--- config.mk ---
export PLATFORM = sky130hd
export DESIGN_NAME = handle_frame_parser
export DESIGN_NICKNAME = d
export VERILOG_FILES = /design/src/rtl/handle_frame_parser.sv
export SDC_FILE = /design/constraint.sdc
export NUM_CORES = 1
export LEC_CHECK = 0
export BUFFER_PORTS_ARGS = -buffer_cell sky130_fd_sc_hd__clkbuf_2
export CORE_ASPECT_RATIO = 1.25
export CORE_MARGIN = 1
export CORE_UTILIZATION = 35
export DETAILED_ROUTE_END_ITERATION = 8
export SYNTH_ARGS = -nofsm -noshare
export SYNTH_HDL_FRONTEND = slang
export SYNTH_SLANG_ARGS = --single-unit
--- constraint.sdc ---
create_clock -name sys_clk -period 5.4 [get_ports sys_clk]
set_input_delay 0.54 -clock sys_clk [delete_from_list [all_inputs] [get_ports sys_clk]]
set_output_delay 0.54 -clock sys_clk [all_outputs]
set_load 0.01 [all_outputs]
--- src/rtl/handle_frame_parser.sv ---
// Gamepad frame decoder: finds the HEAD0/HEAD1 header, collects six payload bytes,
// verifies the additive checksum and publishes buttons/sticks atomically on a good frame.
module handle_frame_parser #(
    parameter int unsigned CLK_FREQ       = 96_000_000,
    parameter int unsigned TIMEOUT_CYCLES = 96_000,
    parameter logic [7:0]  HEAD0          = 8'hA5,
    parameter logic [7:0]  HEAD1          = 8'h5A
) (
    input  logic        sys_clk,
    input  logic        sys_rst_n,
    input  logic [7:0]  pi_data,
    input  logic        pi_flag,
    output logic [15:0] key_state,
    output logic [7:0]  joy_lx,
    output logic [7:0]  joy_ly,
    output logic [7:0]  joy_rx,
    output logic [7:0]  joy_ry,
    output logic        frame_valid,
    output logic        frame_err,
    output logic [7:0]  err_cnt
);

    localparam int unsigned CNT_W       = 24;
    localparam int unsigned IDX_W       = 3;
    localparam int unsigned NUM_PAYLOAD = 6;
    localparam int unsigned BYTE_W      = 8;

    // Timeout fires on the edge where the idle counter would reach TIMEOUT_CYCLES-1.
    localparam logic [CNT_W-1:0] CNT_TERM = CNT_W'(TIMEOUT_CYCLES - 2);
    localparam logic [IDX_W-1:0] IDX_LAST = IDX_W'(NUM_PAYLOAD - 1);

    if (TIMEOUT_CYCLES < 2 || TIMEOUT_CYCLES > 32'd16_777_215 || CLK_FREQ == 0) begin : g_param_check
        $error("handle_frame_parser: TIMEOUT_CYCLES must be 2..16777215 and CLK_FREQ nonzero");
    end

    typedef enum logic [1:0] {
        IDLE    = 2'd0,
        HDR1    = 2'd1,
        PAYLOAD = 2'd2,
        CHECK   = 2'd3
    } state_t;

    state_t                                state_q, state_d;
    logic [IDX_W-1:0]                      idx_q, idx_d;
    logic [BYTE_W-1:0]                     acc_q, acc_d;
    logic [CNT_W-1:0]                      cnt_q, cnt_d;
    logic [NUM_PAYLOAD-1:0][BYTE_W-1:0]    shadow_q, shadow_d;
    logic                                  load_c;
    logic                                  valid_c;
    logic                                  err_c;

    // State register and frame-assembly registers
    always_ff @(posedge sys_clk or negedge sys_rst_n) begin
        if (!sys_rst_n) begin
            state_q  <= IDLE;
            idx_q    <= '0;
            acc_q    <= '0;
            cnt_q    <= '0;
            shadow_q <= '0;
        end else begin
            state_q  <= state_d;
            idx_q    <= idx_d;
            acc_q    <= acc_d;
            cnt_q    <= cnt_d;
            shadow_q <= shadow_d;
        end
    end

    // Next-state, payload capture, checksum and timeout decisions
    always_comb begin
        state_d  = state_q;
        idx_d    = idx_q;
        acc_d    = acc_q;
        cnt_d    = cnt_q;
        shadow_d = shadow_q;
        load_c   = 1'b0;
        valid_c  = 1'b0;
        err_c    = 1'b0;

        if (pi_flag) begin
            // A strobe always wins over a coincident timeout
            cnt_d = '0;
            unique case (state_q)
                IDLE: begin
                    if (pi_data == HEAD0) begin
                        state_d = HDR1;
                    end
                end
                HDR1: begin
                    if (pi_data == HEAD1) begin
                        state_d = PAYLOAD;
                        idx_d   = '0;
                        acc_d   = '0;
                    end else if (pi_data != HEAD0) begin
                        state_d = IDLE;
                    end
                end
                PAYLOAD: begin
                    for (int i = 0; i < NUM_PAYLOAD; i++) begin
                        if (idx_q == IDX_W'(i)) begin
                            shadow_d[i] = pi_data;
                        end
                    end
                    acc_d = acc_q + pi_data;
                    if (idx_q == IDX_LAST) begin
                        state_d = CHECK;
                    end else begin
                        idx_d = idx_q + IDX_W'(1);
                    end
                end
                CHECK: begin
                    // Checksum byte only; a HEAD0 value here never opens a header
                    if (pi_data == acc_q) begin
                        load_c  = 1'b1;
                        valid_c = 1'b1;
                    end else begin
                        err_c   = 1'b1;
                    end
                    state_d = IDLE;
                end
                default: state_d = IDLE;
            endcase
        end else if (state_q == IDLE) begin
            cnt_d = '0;
        end else if (cnt_q == CNT_TERM) begin
            state_d = IDLE;
            err_c   = 1'b1;
            cnt_d   = '0;
        end else begin
            cnt_d = cnt_q + CNT_W'(1);
        end
    end

    // Published outputs: only a verified frame reaches them
    always_ff @(posedge sys_clk or negedge sys_rst_n) begin
        if (!sys_rst_n) begin
            key_state   <= 16'h0000;
            joy_lx      <= 8'h80;
            joy_ly      <= 8'h80;
            joy_rx      <= 8'h80;
            joy_ry      <= 8'h80;
            frame_valid <= 1'b0;
            frame_err   <= 1'b0;
            err_cnt     <= 8'h00;
        end else begin
            frame_valid <= valid_c;
            frame_err   <= err_c;
            if (load_c) begin
                key_state <= {shadow_q[1], shadow_q[0]};
                joy_lx    <= shadow_q[2];
                joy_ly    <= shadow_q[3];
                joy_rx    <= shadow_q[4];
                joy_ry    <= shadow_q[5];
            end
            if (err_c && err_cnt != 8'hFF) begin
                err_cnt <= err_cnt + 8'd1;
            end
        end
    end

endmodule
After elaboration in Yosys (flattened, before gate mapping)
Cells that the tools add are included.

word-level totals
  register bits after elaboration = 143
  logic and storage cells = 80

cells by class
  reduce and logical (&&, ||, !) cells = 14
  mux-type cells = 24
  add/subtract/negate cells = 4
  equality and inequality tests = 20

operators with widths
  operator                                                                 number
  24-bit two-way mux                                                       3
  24-bit by 1-bit adder with 24-bit output, second input constant          1
  24-bit by 17-bit equality test with 1-bit output, second input constant  1
  3-bit AND reduction                                                      7
  8-bit inequality test, second input constant                             2
  8-bit case mux with 2 select lines                                       1
  2-bit two-way mux                                                        7
  8-bit by 1-bit adder with 8-bit output, second input constant            1
  8-bit adder                                                              1
  8-bit by 7-bit equality test with 1-bit output, second input constant    1
  8-bit equality test                                                      1
  8-bit equality test, second input constant                               1
  1-bit two-way mux                                                        8
  8-bit two-way mux                                                        1
  2-bit inequality test, second input constant                             4
  2-bit case mux with 4 select lines                                       1
  3-bit by 2-bit equality test with 1-bit output, second input constant    2
  3-bit equality test, second input constant                               2
  3-bit two-way mux                                                        2
  3-bit case mux with 2 select lines                                       1
  5-bit AND reduction                                                      1
  2-bit equality test, second input constant                               2
  4-bit inequality test, second input constant                             1
  4-bit AND reduction                                                      1
  8 further kinds                                                          9

Depth between registers and ports, before layout
  depth in word-level cells = 5
  depth in mapped cells = 9
  gate-level depth less buffers = 8

Worst setup path after synthesis
No wires, ideal clock.

  kind = input to register
  start point = input pi_data[2]
  end point = register err_cnt[1]
  path slack = 2.668 ns
  arrival = 2.605 ns
  stages = 8
  path buffers = 0
  data required time = 5.272 ns
  cells stage by stage = ha_1 -> or4_1 -> o311ai_1 -> o41ai_2 -> a22oi_2 -> inv_2 -> and2_1 -> mux2_1

between the ends
  word-level cells in the longest chain between the ends = 5

ends and longest elaborated chain
  item                  line  RTL
  from (decl)           11    input logic [7:0] pi_data,
  8-bit equality test   113   if (pi_data == acc_q) begin
  1-bit two-way mux     113
  1-bit two-way mux     83    unique case (state_q)
  1-bit two-way mux     80    if (pi_flag) begin
  via err_c             50    logic err_c;
  1-bit logical AND     155   if (err_c && err_cnt != 8'hFF) begin
  to (signal assigned)  156   err_cnt <= err_cnt + 8'd1;
  to (decl)             20    output logic [7:0] err_cnt

The timed path passes the listed nets, and every way through them passes these cells.
A chain may end at the register's enable or synchronous reset.

Final worst setup path
  start point = register acc_q[2]
  end point = register joy_lx[5]

between the ends
  word-level cells in the longest chain between the ends = 4

ends and longest elaborated chain
  item                    line  RTL
  from (decl)             45    logic [BYTE_W-1:0] acc_q, acc_d;
  from (signal assigned)  57    acc_q <= '0;
  from (signal assigned)  63    acc_q <= acc_d;
  8-bit equality test     113
  1-bit two-way mux       113
  1-bit two-way mux       83
  1-bit two-way mux       80
  to (signal assigned)    150   joy_lx <= shadow_q[2];
  to (decl)               14    output logic [7:0] joy_lx,

Every way passes these cells.

==> results by stage <==
Worst setup path:
- The most critical setup path has its startpoint at acc_q[2].
- In this run the critical register-to-register path is launched from acc_q[2].
- For the worst setup path, the data required time is 5.75 ns.
- The timing endpoint of the critical path is joy_lx[5].
- The number of cells on the worst reg-to-reg path is 8.
- STA classifies the critical path endpoint as a flip-flop.
- Of all nets on the critical path, the largest fanout is 49.
- STA puts the critical path data arrival time at 3.30 ns.
- Across all register-to-register paths, the minimum setup slack is 2.45 ns.
- The critical path is of the reg -> reg type.
- The startpoint kind of the worst setup timing path is a flip-flop.
- The capture instance of the worst register-to-register path is joy_lx[5].

Finish:
- Measured on the finished design, the core utilization comes to 0.422.
- The share of cells above drive strength 1 is 0.226.
- Leaving out fill and tap cells, the most frequent cell in the layout is nand2_1.
- The signed area change from the synthesized netlist to the final layout is 18.6%.
- The final layout net count is 677.
- In the layout the commonest cells are 173 x nand2_1, 139 x dfrtp_1, 67 x clkbuf_2.
- The number of standard cells in the layout, taps in and fillers out is 887.
- The number of inserted diodes is 0.

Pwr:
- The switching component of the power is 0.519 mW.
- The power per unit of standard cell area is 313 nW/µm².
- The worst-case IR drop observed on VDD is 0.000190 V.
- Internal power comes to 1.78 mW.
- The reported leakage power is 3.82 nW.
- Of the total power, combinational logic draws 0.026.
- The clock network fraction of total power is 0.504.
- The total chip power is 2.30 mW.
- Of the total power, the share spent switching nets is 0.226.
- The share of total power dissipated in sequential elements is 0.470.

Yosys:
- After synthesis, the largest family of logic cells by area is simple AND/OR/NAND/NOR gates.
- The synthesized cell area is 6180 µm².
- After synthesis, the share of flip-flops with an asynchronous set or reset is 1.00.
- During synthesis, Yosys emitted a total of 0 warnings.
- The commonest register cell after synthesis is dfrtp_1.
- The mean area per synthesized cell is 10.6 µm².
- The sequential element share of the synthesized area is 0.580.
- The complex-gate fraction of the synthesized area is 0.0320.
- The count of mapped cells out of synthesis is 581.
- Of the total synthesized cell area, the portion taken by XOR and XNOR cells is 0.0482.
- The post-synthesis cell type count is 47.
- Of the total synthesized cell area, the portion taken by full adders, half adders and majority gates is 0.0336.
- The simple-gate share of the synthesized area is 0.196.
- The flip-flop and latch count after synthesis is 143.
- The count of flip-flops with a built-in enable after synthesis is 0.
- The number of nets in the synthesized netlist is 608.
- The multiplexer share of the synthesized area is 0.0917.

STA:
- In this run the tightest slew margin relative to its limit is 0.445.
- The portion of the clock cycle consumed by the worst path in the final layout is 0.546.
- The final setup skew is 0.00858 ns.
- The total count of hold-check failures in the final report is 0.
- The slew at the pin closest to its max-slew limit is 0.830 ns.
- The count of final max-slew check failures is 0.
- Derived from the worst setup path, the maximum achievable clock frequency is 339 MHz.
- Setup repair after global routing left no endpoint under its margin.
- The time the final worst path needs with I/O delays and setup is 2.95 ns.
- Hold timing on the final database bottoms out at a slack of 0.154 ns.
- In the final timing run, aggregate negative setup slack is 0 ns.
- The final setup violation count is 0.

Detailed routing:
- The average wire per cell in the routed design is 14.7 µm.
- Across all layers, the routed design uses 4310 vias.
- In this run, the number of DRC markers left after iteration 0 of detailed routing was 296.
- The pre-antenna-repair detailed-routing pass consisted of 4 iterations.
- In this run the remaining antenna-violating nets after routing total 0.
- After detailed routing, the number of remaining DRC violations is 0.
- The detail-routed via count per cell is 4.86.
- The final layout contains routed wiring with a total length of 13000 µm.

Status:
- The run finished with clean final reports.

GRT:
- The maximum number of pins on one net before global-route repair is 83.
- Summed over all layers, the global routing overflow is 0.
- The number of antenna violations at the first check in global routing was 0.
- The number of global-route vias before repair came to 4391.
- Across every metal layer, demand over resource in global routing totals 0.156.
- The first global-routing pass estimated 21900 µm of wire.

Placed design:
- In this run the tool buffered the top-level ports with 68 buffer cells.
- The placer's final routability congestion estimate is 0.809.
- The count of placed standard cells including taps is 855.
- The detailed placement HPWL is 8650 µm.

Hold path:
- The type of the tightest min-delay check is in -> async.

CTS:
- The setup fix buffers added after clock tree synthesis is 0.
- The H-tree depth is 4.
- The insertion delay to the later sink of the worst-skew pair is 0.42 ns.
- After clock tree synthesis, the repair step resized 0 gates.
- The tree is rooted in a clkbuf_16.
- The clock buffer count from CTS is 17.
- The total of hold buffers inserted after clock tree synthesis is 0.
- TritonCTS built the clock tree.
- CTS saw 143 sinks.
- The maximum clock insertion buffer count is 2.
- The post-CTS clock slew at the launch and capture registers of the worst setup and hold paths is 0.07 ns.

Die:
- The placeable core region is 17400 µm².
- The number of rows in the core area is 54.
- The floorplan die height is 151 µm.
- The die covers 18200 µm².
- The top-level port count is 69.
- The effective utilization at floorplan is 0.356.
- The width of the die is 121 µm.

Flow run:
- The max-cap violation count is 0.
[registers in the layout, indices dropped and copies added (netlist names), 2 cells and up]
name	count
joy_rx	8
idx_q	3
acc_q	8
joy_lx	8
cnt_q	24
joy_ly	8
shadow_q	48
err_cnt	8
key_state	16
joy_ry	8
state_q	2
[metrics by stage]
step	instance area, µm²	setup WS [ns]
6_report	7340	2.45
3_5_place_dp	6750	2.05
4_1_cts	7340	2.43
5_1_grt	7340	2.26
2_1_floorplan	6180	2.67
3_3_place_gp	6750	2.14
[power groups by stage]
| stage | clock network (mW) | registers [mW] | logic [mW] |
|---|---|---|---|
| global placement | 0 | 1.10 | 0.0606 |
| floorplan | 0 | 1.10 | 0.0216 |
| detailed placement | 0 | 1.10 | 0.0626 |
| finish | 1.16 | 1.08 | 0.0609 |
| global route | 1.23 | 1.08 | 0.0694 |
| CTS | 1.19 | 1.08 | 0.0628 |
[metal layers]
layer  track usage  vias up  part of all wire
li1              -     2072                 -
met1         0.184     2143              0.44
met2         0.269       84              0.51
met3        0.0405       11             0.037
met4        0.0642        0             0.013
met5             0        -                 0
[how the worst min path moves through the flow]
stage	startpoint	endpoint	slack (ns)
after floorplan	sys_rst_n	acc_q[0]	0.24
after global placement	shadow_q[7]	key_state[7]	0.44
after detailed placement	shadow_q[37]	joy_rx[5]	0.44
after CTS	sys_rst_n	key_state[3]	0.18
after global routing	sys_rst_n	shadow_q[1]	0.20
final	sys_rst_n	key_state[2]	0.15
[cell type report]
class / count / area, µm²
fill: 1662 / 10000
inverter: 11 / 41.3
clock buffer: 18 / 429
multi-input combinational: 407 / 2480
timing repair buffer: 70 / 362
tap: 224 / 280
clock inverter: 14 / 160
sequential: 143 / 3580
[Yosys cell counts, drive strengths merged, types with 2 or more instances]
cell type | number | area (µm²)
clkbuf | 17 | 63.8
a21o | 2 | 15.0
or2 | 2 | 12.5
xnor2 | 11 | 96.3
dfrtp | 139 | 3480
nor3 | 7 | 35.0
or4b | 2 | 20.0
and3 | 10 | 62.6
nor4bb | 2 | 20.0
mux2 | 50 | 567
nor2 | 43 | 161
a21oi | 8 | 40.0
a22o | 2 | 17.5
xor2 | 23 | 201
nand4 | 7 | 50.1
buf | 3 | 15.0
or3 | 4 | 25.0
and2 | 2 | 12.5
ha | 15 | 188
nand2 | 173 | 649
o21ai | 10 | 50.0
inv | 11 | 41.3
dfstp | 4 | 105
nand3 | 15 | 75.1
or4 | 3 | 26.3
o41ai | 2 | 25.0
[kinds of logic (layout without fill, tap and decap cells)]
family | Yosys count | in the layout
adder cells (fa/ha/maj) | 16 | 16
AND/OR/NAND/NOR | 277 | 277
flip-flops | 143 | 143
XOR/XNOR | 34 | 34
buffers and inverters | 31 | 113
AO/OA/AOI/OAI | 30 | 30
multiplexers | 50 | 50
[critical path, stage by stage (launching register included)]
cell	delay, ns
dfrtp_1	0.38
ha_1	0.35
or4_1	0.56
nor3_1	0.21
nand4_1	0.11
buf_4	0.30
inv_2	0.66
nand2_1	0.16
nand2_1	0.10
Note: power is estimated with default switching activity, not from simulation.
